**src/rtl/seq_booth_mul.sv**
```systemverilog
// Iterative Booth multiplier (signed/unsigned) with start/busy/done handshake and abort.
// Define SEQ_BOOTH_MUL_RADIX4_EN for radix-4 recoding (2 bits per cycle); default is radix-2.
module seq_booth_mul #(
  parameter int WIDTH = 32
) (
  input  logic               clk,
  input  logic               rst_n,
  input  logic               start,
  input  logic               op_signed,
  input  logic [WIDTH-1:0]   a,
  input  logic [WIDTH-1:0]   b,
  input  logic               abort,
  output logic               busy,
  output logic               done,
  output logic [2*WIDTH-1:0] product
);

`ifdef SEQ_BOOTH_MUL_RADIX4_EN
  localparam int SH = 2;
`else
  localparam int SH = 1;
`endif
  // Extending by SH bits makes unsigned operands positive and keeps the digit count exact.
  localparam int EXT = WIDTH + SH;
  localparam int N   = EXT / SH;
  localparam int HW  = EXT + 2;
  localparam int AW  = HW + EXT;
  localparam int CW  = $clog2(N + 1);

  typedef enum logic [1:0] {S_IDLE, S_RUN, S_FIN} state_t;

  state_t           r_state;
  logic [CW-1:0]    r_cnt;
  logic [AW-1:0]    r_acc;
  logic             r_prev;
  logic [EXT-1:0]   r_a_ext;

  logic [EXT-1:0]        w_a_ext_in;
  logic [EXT-1:0]        w_b_ext_in;
  logic signed [HW-1:0]  w_a_hw;
  logic signed [HW-1:0]  w_addend;
  logic signed [HW-1:0]  w_sum;
  logic signed [AW-1:0]  w_pre;
  logic signed [AW-1:0]  w_next;
  logic                  w_prev_next;

  assign w_a_ext_in = {{SH{op_signed & a[WIDTH-1]}}, a};
  assign w_b_ext_in = {{SH{op_signed & b[WIDTH-1]}}, b};
  assign w_a_hw     = {{(HW-EXT){r_a_ext[EXT-1]}}, r_a_ext};

`ifdef SEQ_BOOTH_MUL_RADIX4_EN
  always_comb begin
    w_addend = '0;
    case ({r_acc[1], r_acc[0], r_prev})
      3'b001, 3'b010: w_addend = w_a_hw;
      3'b011:         w_addend = w_a_hw <<< 1;
      3'b100:         w_addend = -(w_a_hw <<< 1);
      3'b101, 3'b110: w_addend = -w_a_hw;
      default:        w_addend = '0;
    endcase
  end
`else
  always_comb begin
    w_addend = '0;
    case ({r_acc[0], r_prev})
      2'b01:   w_addend = w_a_hw;
      2'b10:   w_addend = -w_a_hw;
      default: w_addend = '0;
    endcase
  end
`endif

  assign w_sum       = $signed(r_acc[AW-1:EXT]) + w_addend;
  assign w_pre       = {w_sum, r_acc[EXT-1:0]};
  assign w_next      = w_pre >>> SH;
  assign w_prev_next = r_acc[SH-1];

  always_ff @(posedge clk or negedge rst_n) begin
    if (!rst_n) begin
      r_state <= S_IDLE;
      r_cnt   <= '0;
      r_acc   <= '0;
      r_prev  <= 1'b0;
      r_a_ext <= '0;
      busy    <= 1'b0;
      done    <= 1'b0;
      product <= '0;
    end else begin
      case (r_state)
        S_IDLE: begin
          done <= 1'b0;
          if (start) begin
            r_a_ext <= w_a_ext_in;
            r_acc   <= {{HW{1'b0}}, w_b_ext_in};
            r_prev  <= 1'b0;
            r_cnt   <= CW'(N);
            busy    <= 1'b1;
            r_state <= S_RUN;
          end
        end
        S_RUN: begin
          if (abort) begin
            busy    <= 1'b0;
            r_state <= S_IDLE;
          end else begin
            r_acc  <= w_next;
            r_prev <= w_prev_next;
            r_cnt  <= r_cnt - CW'(1);
            // Last digit: publish result so done and product appear together in FIN.
            if (r_cnt == CW'(1)) begin
              product <= w_next[2*WIDTH-1:0];
              busy    <= 1'b0;
              done    <= 1'b1;
              r_state <= S_FIN;
            end
          end
        end
        S_FIN: begin
          done    <= 1'b0;
          r_state <= S_IDLE;
        end
        default: begin
          busy    <= 1'b0;
          done    <= 1'b0;
          r_state <= S_IDLE;
        end
      endcase
    end
  end

endmodule
```
**config.mk**
```make
export PLATFORM = sky130hd
export DESIGN_NAME = seq_booth_mul
export DESIGN_NICKNAME = d
export VERILOG_FILES = /design/src/rtl/seq_booth_mul.sv
export SDC_FILE = /design/constraint.sdc
export NUM_CORES = 1
export LEC_CHECK = 0
export ABC_AREA = 1
export CELL_PAD_IN_SITES_DETAIL_PLACEMENT = 0
export CELL_PAD_IN_SITES_GLOBAL_PLACEMENT = 1
export CORE_UTILIZATION = 30
export DETAILED_ROUTE_END_ITERATION = 8
export PLACE_DENSITY_LB_ADDON = 0.1
export SLEW_MARGIN = 20
export SYNTH_ARGS = -nofsm -noshare
export SYNTH_HDL_FRONTEND = slang
export SYNTH_SLANG_ARGS = --single-unit
```
**constraint.sdc**
```tcl
create_clock -name clk -period 4.1 [get_ports clk]
set_input_delay 0.82 -clock clk [delete_from_list [all_inputs] [get_ports clk]]
set_output_delay 0.82 -clock clk [all_outputs]
set_load 0.005 [all_outputs]
```
==> reports/qor.csv, run 1 <==
stage,metric,value,unit
critical_path,required,4.44,ns
critical_path,crit_type,register to register,
drt,drc,0,
placed_design,io_buffers,134,
cts,clock_latency,0.45,ns
layout,final_nets,1697,
synth,synth_area,10700,um2
sta,finalCritPeriodShare,93.1,%
cts,cts-root-buf,clkbuf_16,
synth,syn_avg_cell_area,7.32,um2
global_route,antenna_found_initial,0,
critical_path,crit_slowest_cell,a211oi_1,
power_and_ir_drop,leakage,6.23,nW
layout,stdcell_area,13200,um2
drt,first_iter_violations,612,
drt,ant_nets,0,
global_route,grt_max_degree,84,
layout,areaGrowthSynthToFinish,22.8,%
flow_run,cap_violations,0,
cts,ctsHoldBuffers,0,
outcome,status,"finished, final reports clean",
placed_design,dp_hpwl,25200,um
global_route,grt_pass1_vias,9768,
synth,synth.most_common_cell,nand2_1,
synth,synth_top_cell_area_share,40.8,%
layout,fillers,3769,
critical_path,cpMostUsedCell,nand2_1,
global_route,grt_use_total,19.1,%
sta,final_hold_viol_count,0,
synth,synth-seq-cells,175,
layout,insertedDiodeCount,0,
drt,vias,9765,
sta,max-slew-margin-rel,53.8,%
drt,wl_per_cell,16.2,um
synth,seq_area_frac_synth,40.8,%
drt,drt_wl_total,33300,um
sta,totalNegativeSetupSlack,0,ns
layout,drive_above_1_share,7.50,%
critical_path,arrival,4.16,ns
floorplan,die_x,191,um
cts,ctsHtreeMaxLevel,4,
synth,synth_fp_nets,1574,
synth,ys_types,42,
synth,synth_edf_count,0,
synth,synth_area_leaders,"dfrtp_1 (41%), nand2_1 (17%), inv_1 (5.9%)",
cts,cts_tree,built,
synth,async_flop_share,100,%
synth,ys.flop_type,dfrtp_1,
sta,fmax,262,MHz
cts,clockBufferDepth,2,
sta,rsz0062_at_grt,no,
sta,fin_crit,3.82,ns
power_and_ir_drop,ir_drop,0.333,mV
floorplan,dieArea,36500,um2
cts,clk_pin_slew,0.07,ns
critical_path,crit_path_cell_trace,inv_1 > ha_1 > inv_1 > a211oi_1 > ha_1 > inv_1 > fa_1 > inv_1 > nand3_1 > nand3_1 > nand2_1 > nand2_1 > nand2_1 > nand2_1 > nand3_1 > nand2_1 > nand2_1 > nand3_1 > nand2_1,
critical_path,start_kind,register,
hold_path,hold_class,input port to asynchronous set/reset pin,
drt,via_per_inst,4.75,
cts,cts_setup_buffers,0,
placed_design,gp_congestion,0.856,
floorplan,rows,68,
cts,cts_made_buffers,17,
cts,clkSinkCount,175,
global_route,grt_overflow,0,
global_route,grt_first_pass_wirelength,53700,um
floorplan,core-area,34900,um2
cts,ctsResizeCount,0,
power_and_ir_drop,p_per_area,677,nW/um2
sta,clock_skew,0.0119,ns
placed_design,postPlaceCellArea,12500,um2
floorplan,io_pins,135,
synth,synth_commonest_cells,"nand2_1 (478), dfrtp_1 (175), inv_1 (168), o21ai_0 (108), nand3_1 (100)",
floorplan,fp.dieH,191,um
critical_path,setup.worst_path.end_class,register,
sta,worst_pin_slew,0.689,ns
synth,postSynthCellCount,1465,
critical_path,slowest_delay,0.59,ns
synth,yosys_warnings,0,
critical_path,cp_max_fo,6,
floorplan,start_util,30.8,%
drt,first_pass_iters,4,
sta,finalSetupViolCount,0,
sta,slew_violations,0,
synth,synth_top_cell_by_area,dfrtp_1,
[per-stage QoR]
step                hold WS, ns  setup WS [ns]  total power (W)  utilization (%)  instances
finish                    0.328          0.284          0.00892             37.8       2056
global route              0.354         0.0392          0.00973             37.8       2056
CTS                       0.336          0.271          0.00905             37.8       2056
detailed placement        0.467          0.279          0.00721             36.0       2024
global placement          0.458          0.172          0.00721             36.0       2024
floorplan                 0.456           1.22          0.00555                -       1465
[registers in the layout, indices dropped and copies added (netlist names)]
name,cells
busy,1
done,1
product,64
r_a_ext,33
r_acc,67
r_cnt,6
r_prev,1
r_state,2
[metal layers]
layer	GRT usage (%)	share of wire [%]
met3	2.75	3.3
met2	31.1	45
met4	5.40	1.6
met1	26.2	50
met5	0	0
[layout make-up]
class	count	area, um2	area share [%]
clock inverters	15	204	1.55
multi-input cells	1065	5410	41.1
inverters	175	659	5.00
well taps	455	569	4.32
clock buffers	17	425	3.23
repair buffers	154	1530	11.6
flip-flops and latches	175	4380	33.2
[cell families after synthesis]
logic type	share of synthesized area (%)
XOR/XNOR	1.06
AO/OA/AOI/OAI	15.9
adder cells (fa/ha/maj)	4.73
flip-flops	40.8
buffers and inverters	8.80
AND/OR/NAND/NOR	28.7
[final timing paths]
kind	startpoint	end	slack [ns]	depth (start not counted)
max in group asynchronous	rst_n	r_acc[15]	2.83	2
hold / removal	rst_n	product[26]	0.33	1
setup / recovery	r_prev	product[60]	0.28	19
hold reg to reg	product[54]	product[54]	0.48	2
min in group clk	product[54]	product[54]	0.48	2
setup reg to reg	r_prev	product[60]	0.28	19
[power breakdown]
part | switching (W) | internal, W | total, W
Clock | 0.000799 | 0.000982 | 0.00178
Combinational | 0.00260 | 0.00168 | 0.00428
Sequential | 0.000439 | 0.00243 | 0.00287
[placed cells by master (no fill, tap or decap), types with 4 or more instances in the layout]
cell type,count
a21oi_1,70
buf_4,17
clkbuf_16,17
clkdlybuf4s50_1,133
dfrtp_1,175
ha_1,39
inv_1,167
inv_2,7
nand2_1,478
nand3_1,100
nand3b_1,9
nand4_1,10
nor2_1,81
nor2_2,6
nor2_4,6
nor3_1,16
nor4_1,7
o211ai_1,33
o21ai_0,108
o21ai_1,14
o21ai_2,37
o21bai_1,10
o22ai_1,4
xnor2_1,11
[critical path, delay by kind of cell, from the launching register on]
kind            cells  cell delay, ns
simple gates       11            1.13
flops               1            0.38
fa+ha+maj           3            1.12
buf+inv             4            0.50
compound gates      1            0.59
(Power assumes the default switching activity.)
==> run 2, diff against run 1 <==
Settings changed: RECOVER_POWER from default to 50.
==> run 2 against run 1 <==
Compared with the run above: the flow now finishes with violations (max-capacitance violations, max-slew violations); count of clock-buffer cells in the layout unchanged; sequential power about the same; via count down 0.14%; wire length about the same; worst hold slack better by 0.15 ns; combinational power about the same; total power about the same; flip-flop and latch count unchanged; maximum frequency up 0.16%; setup slack better by 0.0059 ns; critical path type unchanged; highest routed layer unchanged.
==> reports/qor.csv, run 2 (same netlist as run 1, synthesis figures left out) <==
stage,metric,value,unit
cts,ctsHtreeMaxLevel,4,
global_route,grt_use_total,19.1,%
power_and_ir_drop,p_int,0.00509,W
placed_design,dp_hpwl,25200,um
layout,areaGrowthSynthToFinish,22.6,%
power_and_ir_drop,combPwrFrac,47.9,%
sta,rsz0062_at_grt,no,
cts,cts_tree,built,
critical_path,start_kind,register,
critical_path,reg2regPathDepth,19,
cts,ctsHoldBuffers,0,
critical_path,slowest_delay,0.59,ns
sta,final_hold_viol_count,0,
layout,final_cell_mix,"nand2_1 (479), dfrtp_1 (175), inv_1 (168)",
cts,cts_setup_buffers,0,
cts,clockBufferDepth,2,
layout,final_nets,1697,
sta,slew_violations,58,
global_route,grt_max_degree,84,
critical_path,cp_max_fo,6,
layout,final_common_cell,nand2_1,
critical_path,cp-startpoint,r_prev,
global_route,antenna_found_initial,0,
critical_path,arrival,4.15,ns
power_and_ir_drop,p_per_area,678,nW/um2
flow_run,cap_violations,1,
floorplan,dieArea,36500,um2
cts,clk_pin_slew,0.07,ns
floorplan,die_x,191,um
critical_path,crit_path_cell_trace,inv_1 > ha_1 > inv_1 > a211oi_1 > ha_1 > inv_1 > fa_1 > inv_1 > nand3_1 > nand3_1 > nand2_1 > nand2_1 > nand2_1 > nand2_1 > nand3_1 > nand2_1 > nand2_1 > nand3_1 > nand2_1,
power_and_ir_drop,seq_power_share,32.1,%
floorplan,start_util,30.8,%
cts,cts-root-buf,clkbuf_16,
floorplan,io_pins,135,
power_and_ir_drop,ir_drop,0.332,mV
sta,totalNegativeSetupSlack,0,ns
power_and_ir_drop,leakage,6.23,nW
sta,fin_crit,3.81,ns
global_route,grt_pass1_vias,9768,
global_route,grt_overflow,0,
critical_path,required,4.44,ns
placed_design,io_buffers,134,
global_route,grt_first_pass_wirelength,53700,um
sta,worst_pin_slew,3.16,ns
critical_path,crit_type,register to register,
layout,fin_util,37.7,%
hold_path,hp-start,product[54],
drt,drt_wl_total,33300,um
drt,ant_nets,0,
drt,drc,0,
hold_path,hold_class,register to register,
sta,max-slew-margin-rel,-111,%
critical_path,crit_family,simple AND/OR/NAND/NOR gates,
cts,clock_latency,0.45,ns
sta,clock_skew,0.0119,ns
layout,reg_top3,"r_acc x67, product x64, r_a_ext x33",
floorplan,rows,68,
outcome,status,finished with violations,
critical_path,cpMostUsedCell,nand2_1,
layout,drive_above_1_share,7.31,%
drt,first_iter_violations,599,
placed_design,gp_congestion,0.856,
floorplan,core-area,34900,um2
floorplan,fp.dieH,191,um
layout,top_register,r_acc,
drt,wl_per_cell,16.2,um
layout,largest_reg_flops,67,
power_and_ir_drop,switchingPower,0.00384,W
power_and_ir_drop,power,0.00892,W
drt,vias,9751,
layout,insertedDiodeCount,0,
critical_path,cp.depth,19,
drt,first_pass_iters,4,
critical_path,crit_slowest_cell,a211oi_1,
sta,fmax,262,MHz
critical_path,setup.worst_path.end_class,register,
cts,cts_made_buffers,17,
power_and_ir_drop,pwr-share-clk,20.0,%
cts,clkSinkCount,175,
critical_path,r2r-start,r_prev,
power_and_ir_drop,switching_share,43.0,%
hold_path,whs_path_depth,2,
layout,fillers,3773,
outcome,violations,"max-capacitance violations, max-slew violations",
cts,ctsResizeCount,0,
drt,via_per_inst,4.74,
sta,finalCritPeriodShare,92.9,%
critical_path,path_buf_inv,4,
sta,finalSetupViolCount,0,
==> run 2: power by group through the flow <==
stage	Sequential (W)	Clock (W)	Combinational, W
2_1_floorplan	0.00282	0	0.00272
3_3_place_gp	0.00289	0	0.00432
3_5_place_dp	0.00290	0	0.00431
4_1_cts	0.00287	0.00185	0.00433
5_1_grt	0.00296	0.00191	0.00486
6_report	0.00287	0.00178	0.00427
==> run 2: final timing paths <==
path | to | slack [ns]
max in group asynchronous | r_acc[15] | 0.65
hold / removal | product[54] | 0.48
setup / recovery | product[60] | 0.29
setup reg to reg | product[60] | 0.29
hold reg to reg | product[54] | 0.48
min in group asynchronous | product[26] | 1.40
==> run 2: stage by stage <==
stage	cells	instance area (um2)	worst slack [ns]	hold slack, ns
after floorplan	1465	10700	1.22	0.456
after global placement	2024	12500	0.172	0.458
after detailed placement	2024	12500	0.279	0.467
after CTS	2056	13200	0.271	0.336
after global routing	2056	13200	0.0375	0.494
final	2056	13200	0.290	0.479
==> run 2: cell type report <==
type / count / area, um2 / area share (%)
clock buffer: 17 / 425 / 3.23
timing repair buffer: 154 / 1510 / 11.5
tap: 455 / 569 / 4.33
clock inverter: 15 / 204 / 1.55
inverter: 175 / 659 / 5.01
sequential: 175 / 4380 / 33.3
multi-input combinational: 1065 / 5410 / 41.1
==> run 2: routing by layer <==
layer	track usage, %	share of wire (%)	wire length [um]	vias to the layer above
li1	-	-	-	5015
met1	26.2	50	16600	4510
met2	31.1	45	15100	199
met3	2.75	3.4	1150	27
met4	5.40	1.6	523	0
met5	0	0	0	-
==> run 2: tightest hold or removal path, delay by kind of cell, from the launching register on <==
kind          cells  cell delay [ns]
simple gates      2             0.10
flops             1             0.35
==> run 3, diff against run 2 <==
Settings changed: MAX_ROUTING_LAYER from default to met4, TNS_END_PERCENT from default to 5.
==> run 3 against run 2 <==
Compared with the run above: the flow still finishes with violations (max-capacitance violations, max-slew violations); count of clock-buffer cells in the layout stayed put; die area stayed put; clock skew barely moved; critical endpoint unchanged.
==> reports/qor.csv, run 3 (same netlist as run 1, synthesis figures left out) <==
stage,metric,value,unit
outcome,status,finished with violations,
outcome,violations,"max-capacitance violations, max-slew violations",
placed_design,io_buffers,134,
global_route,grt_max_degree,84,
drt,vias,9759,
cts,cts-root-buf,clkbuf_16,
hold_path,hold_class,register to register,
global_route,use_met2,31.1,%
layout,top_register,r_acc,
layout,final_cell_mix,"nand2_1 (479), dfrtp_1 (175), inv_1 (168)",
flow_run,cap_violations,1,
drt,ant_nets,0,
cts,clk_pin_slew,0.07,ns
sta,clock_skew,0.0117,ns
critical_path,cp-startpoint,r_prev,
critical_path,slowest_delay,0.58,ns
floorplan,core-area,34900,um2
global_route,antenna_found_initial,0,
critical_path,cp_max_fo,6,
cts,clockBufferDepth,2,
critical_path,required,4.44,ns
placed_design,gp_congestion,0.871,
layout,final_common_cell,nand2_1,
sta,slew_violations,58,
sta,finalSetupViolCount,0,
critical_path,setup.worst_path.end_class,register,
floorplan,die_x,191,um
sta,rsz0062_at_grt,no,
sta,totalNegativeSetupSlack,0,ns
layout,insertedDiodeCount,0,
global_route,busiest_layer,met2,
power_and_ir_drop,power,0.00892,W
cts,cts_made_buffers,17,
cts,cts_setup_buffers,0,
global_route,grt_pass1_vias,9762,
sta,finalCritPeriodShare,93.1,%
power_and_ir_drop,ir_drop,0.334,mV
layout,reg_top3,"r_acc x67, product x64, r_a_ext x33",
sta,fin_crit,3.82,ns
floorplan,io_pins,135,
global_route,grt_overflow,0,
sta,max-slew-margin-rel,-110,%
sta,fmax,262,MHz
drt,drc,0,
global_route,grt_use_met1,26.1,%
power_and_ir_drop,p_per_area,678,nW/um2
sta,worst_pin_slew,3.15,ns
layout,drive_above_1_share,7.31,%
critical_path,start_kind,register,
critical_path,r2r-start,r_prev,
floorplan,fp.dieH,191,um
sta,final_hold_viol_count,0,
placed_design,dp_hpwl,25200,um
drt,drt_wl_total,33300,um
drt,via_per_inst,4.75,
critical_path,arrival,4.16,ns
global_route,grtUsageMet3,2.74,%
layout,largest_reg_flops,67,
cts,ctsResizeCount,0,
cts,clock_latency,0.45,ns
cts,cts_tree,built,
power_and_ir_drop,leakage,6.23,nW
critical_path,crit_path_cell_trace,inv_1 > ha_1 > inv_1 > a211oi_1 > ha_1 > inv_1 > fa_1 > inv_1 > nand3_1 > nand3_1 > nand2_1 > nand2_1 > nand2_1 > nand2_1 > nand3_1 > nand2_1 > nand2_1 > nand3_1 > nand2_1,
floorplan,start_util,30.8,%
drt,first_iter_violations,547,
floorplan,dieArea,36500,um2
cts,clkSinkCount,175,
critical_path,crit_type,register to register,
drt,first_pass_iters,5,
cts,ctsHtreeMaxLevel,4,
critical_path,cpMostUsedCell,nand2_1,
floorplan,rows,68,
global_route,grt_first_pass_wirelength,53600,um
layout,areaGrowthSynthToFinish,22.6,%
hold_path,hp-start,product[54],
critical_path,crit_slowest_cell,a211oi_1,
global_route,grt_use_total,19.6,%
cts,ctsHoldBuffers,0,
drt,wl_per_cell,16.2,um
layout,final_nets,1697,
run 3: final timing paths:
| path | end | slack, ns | cells past startpoint |
|---|---|---|---|
| max | product[60] | 0.28 | 19 |
| min | product[54] | 0.48 | 2 |
| max reg2reg | product[60] | 0.28 | 19 |
| min reg2reg | product[54] | 0.48 | 2 |
| max in group asynchronous | r_acc[15] | 0.66 | 2 |
| min in group asynchronous | product[26] | 1.41 | 1 |
run 3: where the power goes:
part           leakage, nW  switching (W)  internal, W  total [W]
sequential            2.20       0.000438      0.00243    0.00287
clock                0.303       0.000798     0.000982    0.00178
combinational         3.72        0.00260      0.00168    0.00427
run 3: area by class of cell:
| class | count | area (um2) |
|---|---|---|
| Clock buffer | 17 | 425 |
| Clock inverter | 15 | 204 |
| Fill cell | 3773 | 21700 |
| Inverter | 175 | 659 |
| Multi-Input combinational cell | 1065 | 5410 |
| Sequential cell | 175 | 4380 |
| Tap cell | 455 | 569 |
| Timing Repair Buffer | 154 | 1510 |
run 3: through the flow:
stage,util [%],instance area [um2],hold slack [ns],setup slack (ns),std cells
final,37.7,13200,0.477,0.284,2056
after global routing,37.7,13200,0.494,0.0380,2056
after CTS,37.8,13200,0.336,0.271,2056
after detailed placement,36.0,12500,0.467,0.279,2024
after global placement,36.0,12500,0.458,0.172,2024
after floorplan,-,10700,0.456,1.22,1465
run 3: metal layers:
layer / wire length [um] / vias to the layer above
li1: - / 5018
met1: 16500 / 4522
met2: 15100 / 192
met3: 1060 / 27
met4: 522 / 0
met5: 0 / -
run 3: worst max-delay path, delay by kind of cell, from the launching register on:
family,cells,cell delay [ns]
adder cells (fa/ha/maj),3,1.10
buffers and inverters,4,0.50
AND/OR/NAND/NOR,11,1.14
AO/OA/AOI/OAI,1,0.58
flip-flops,1,0.38
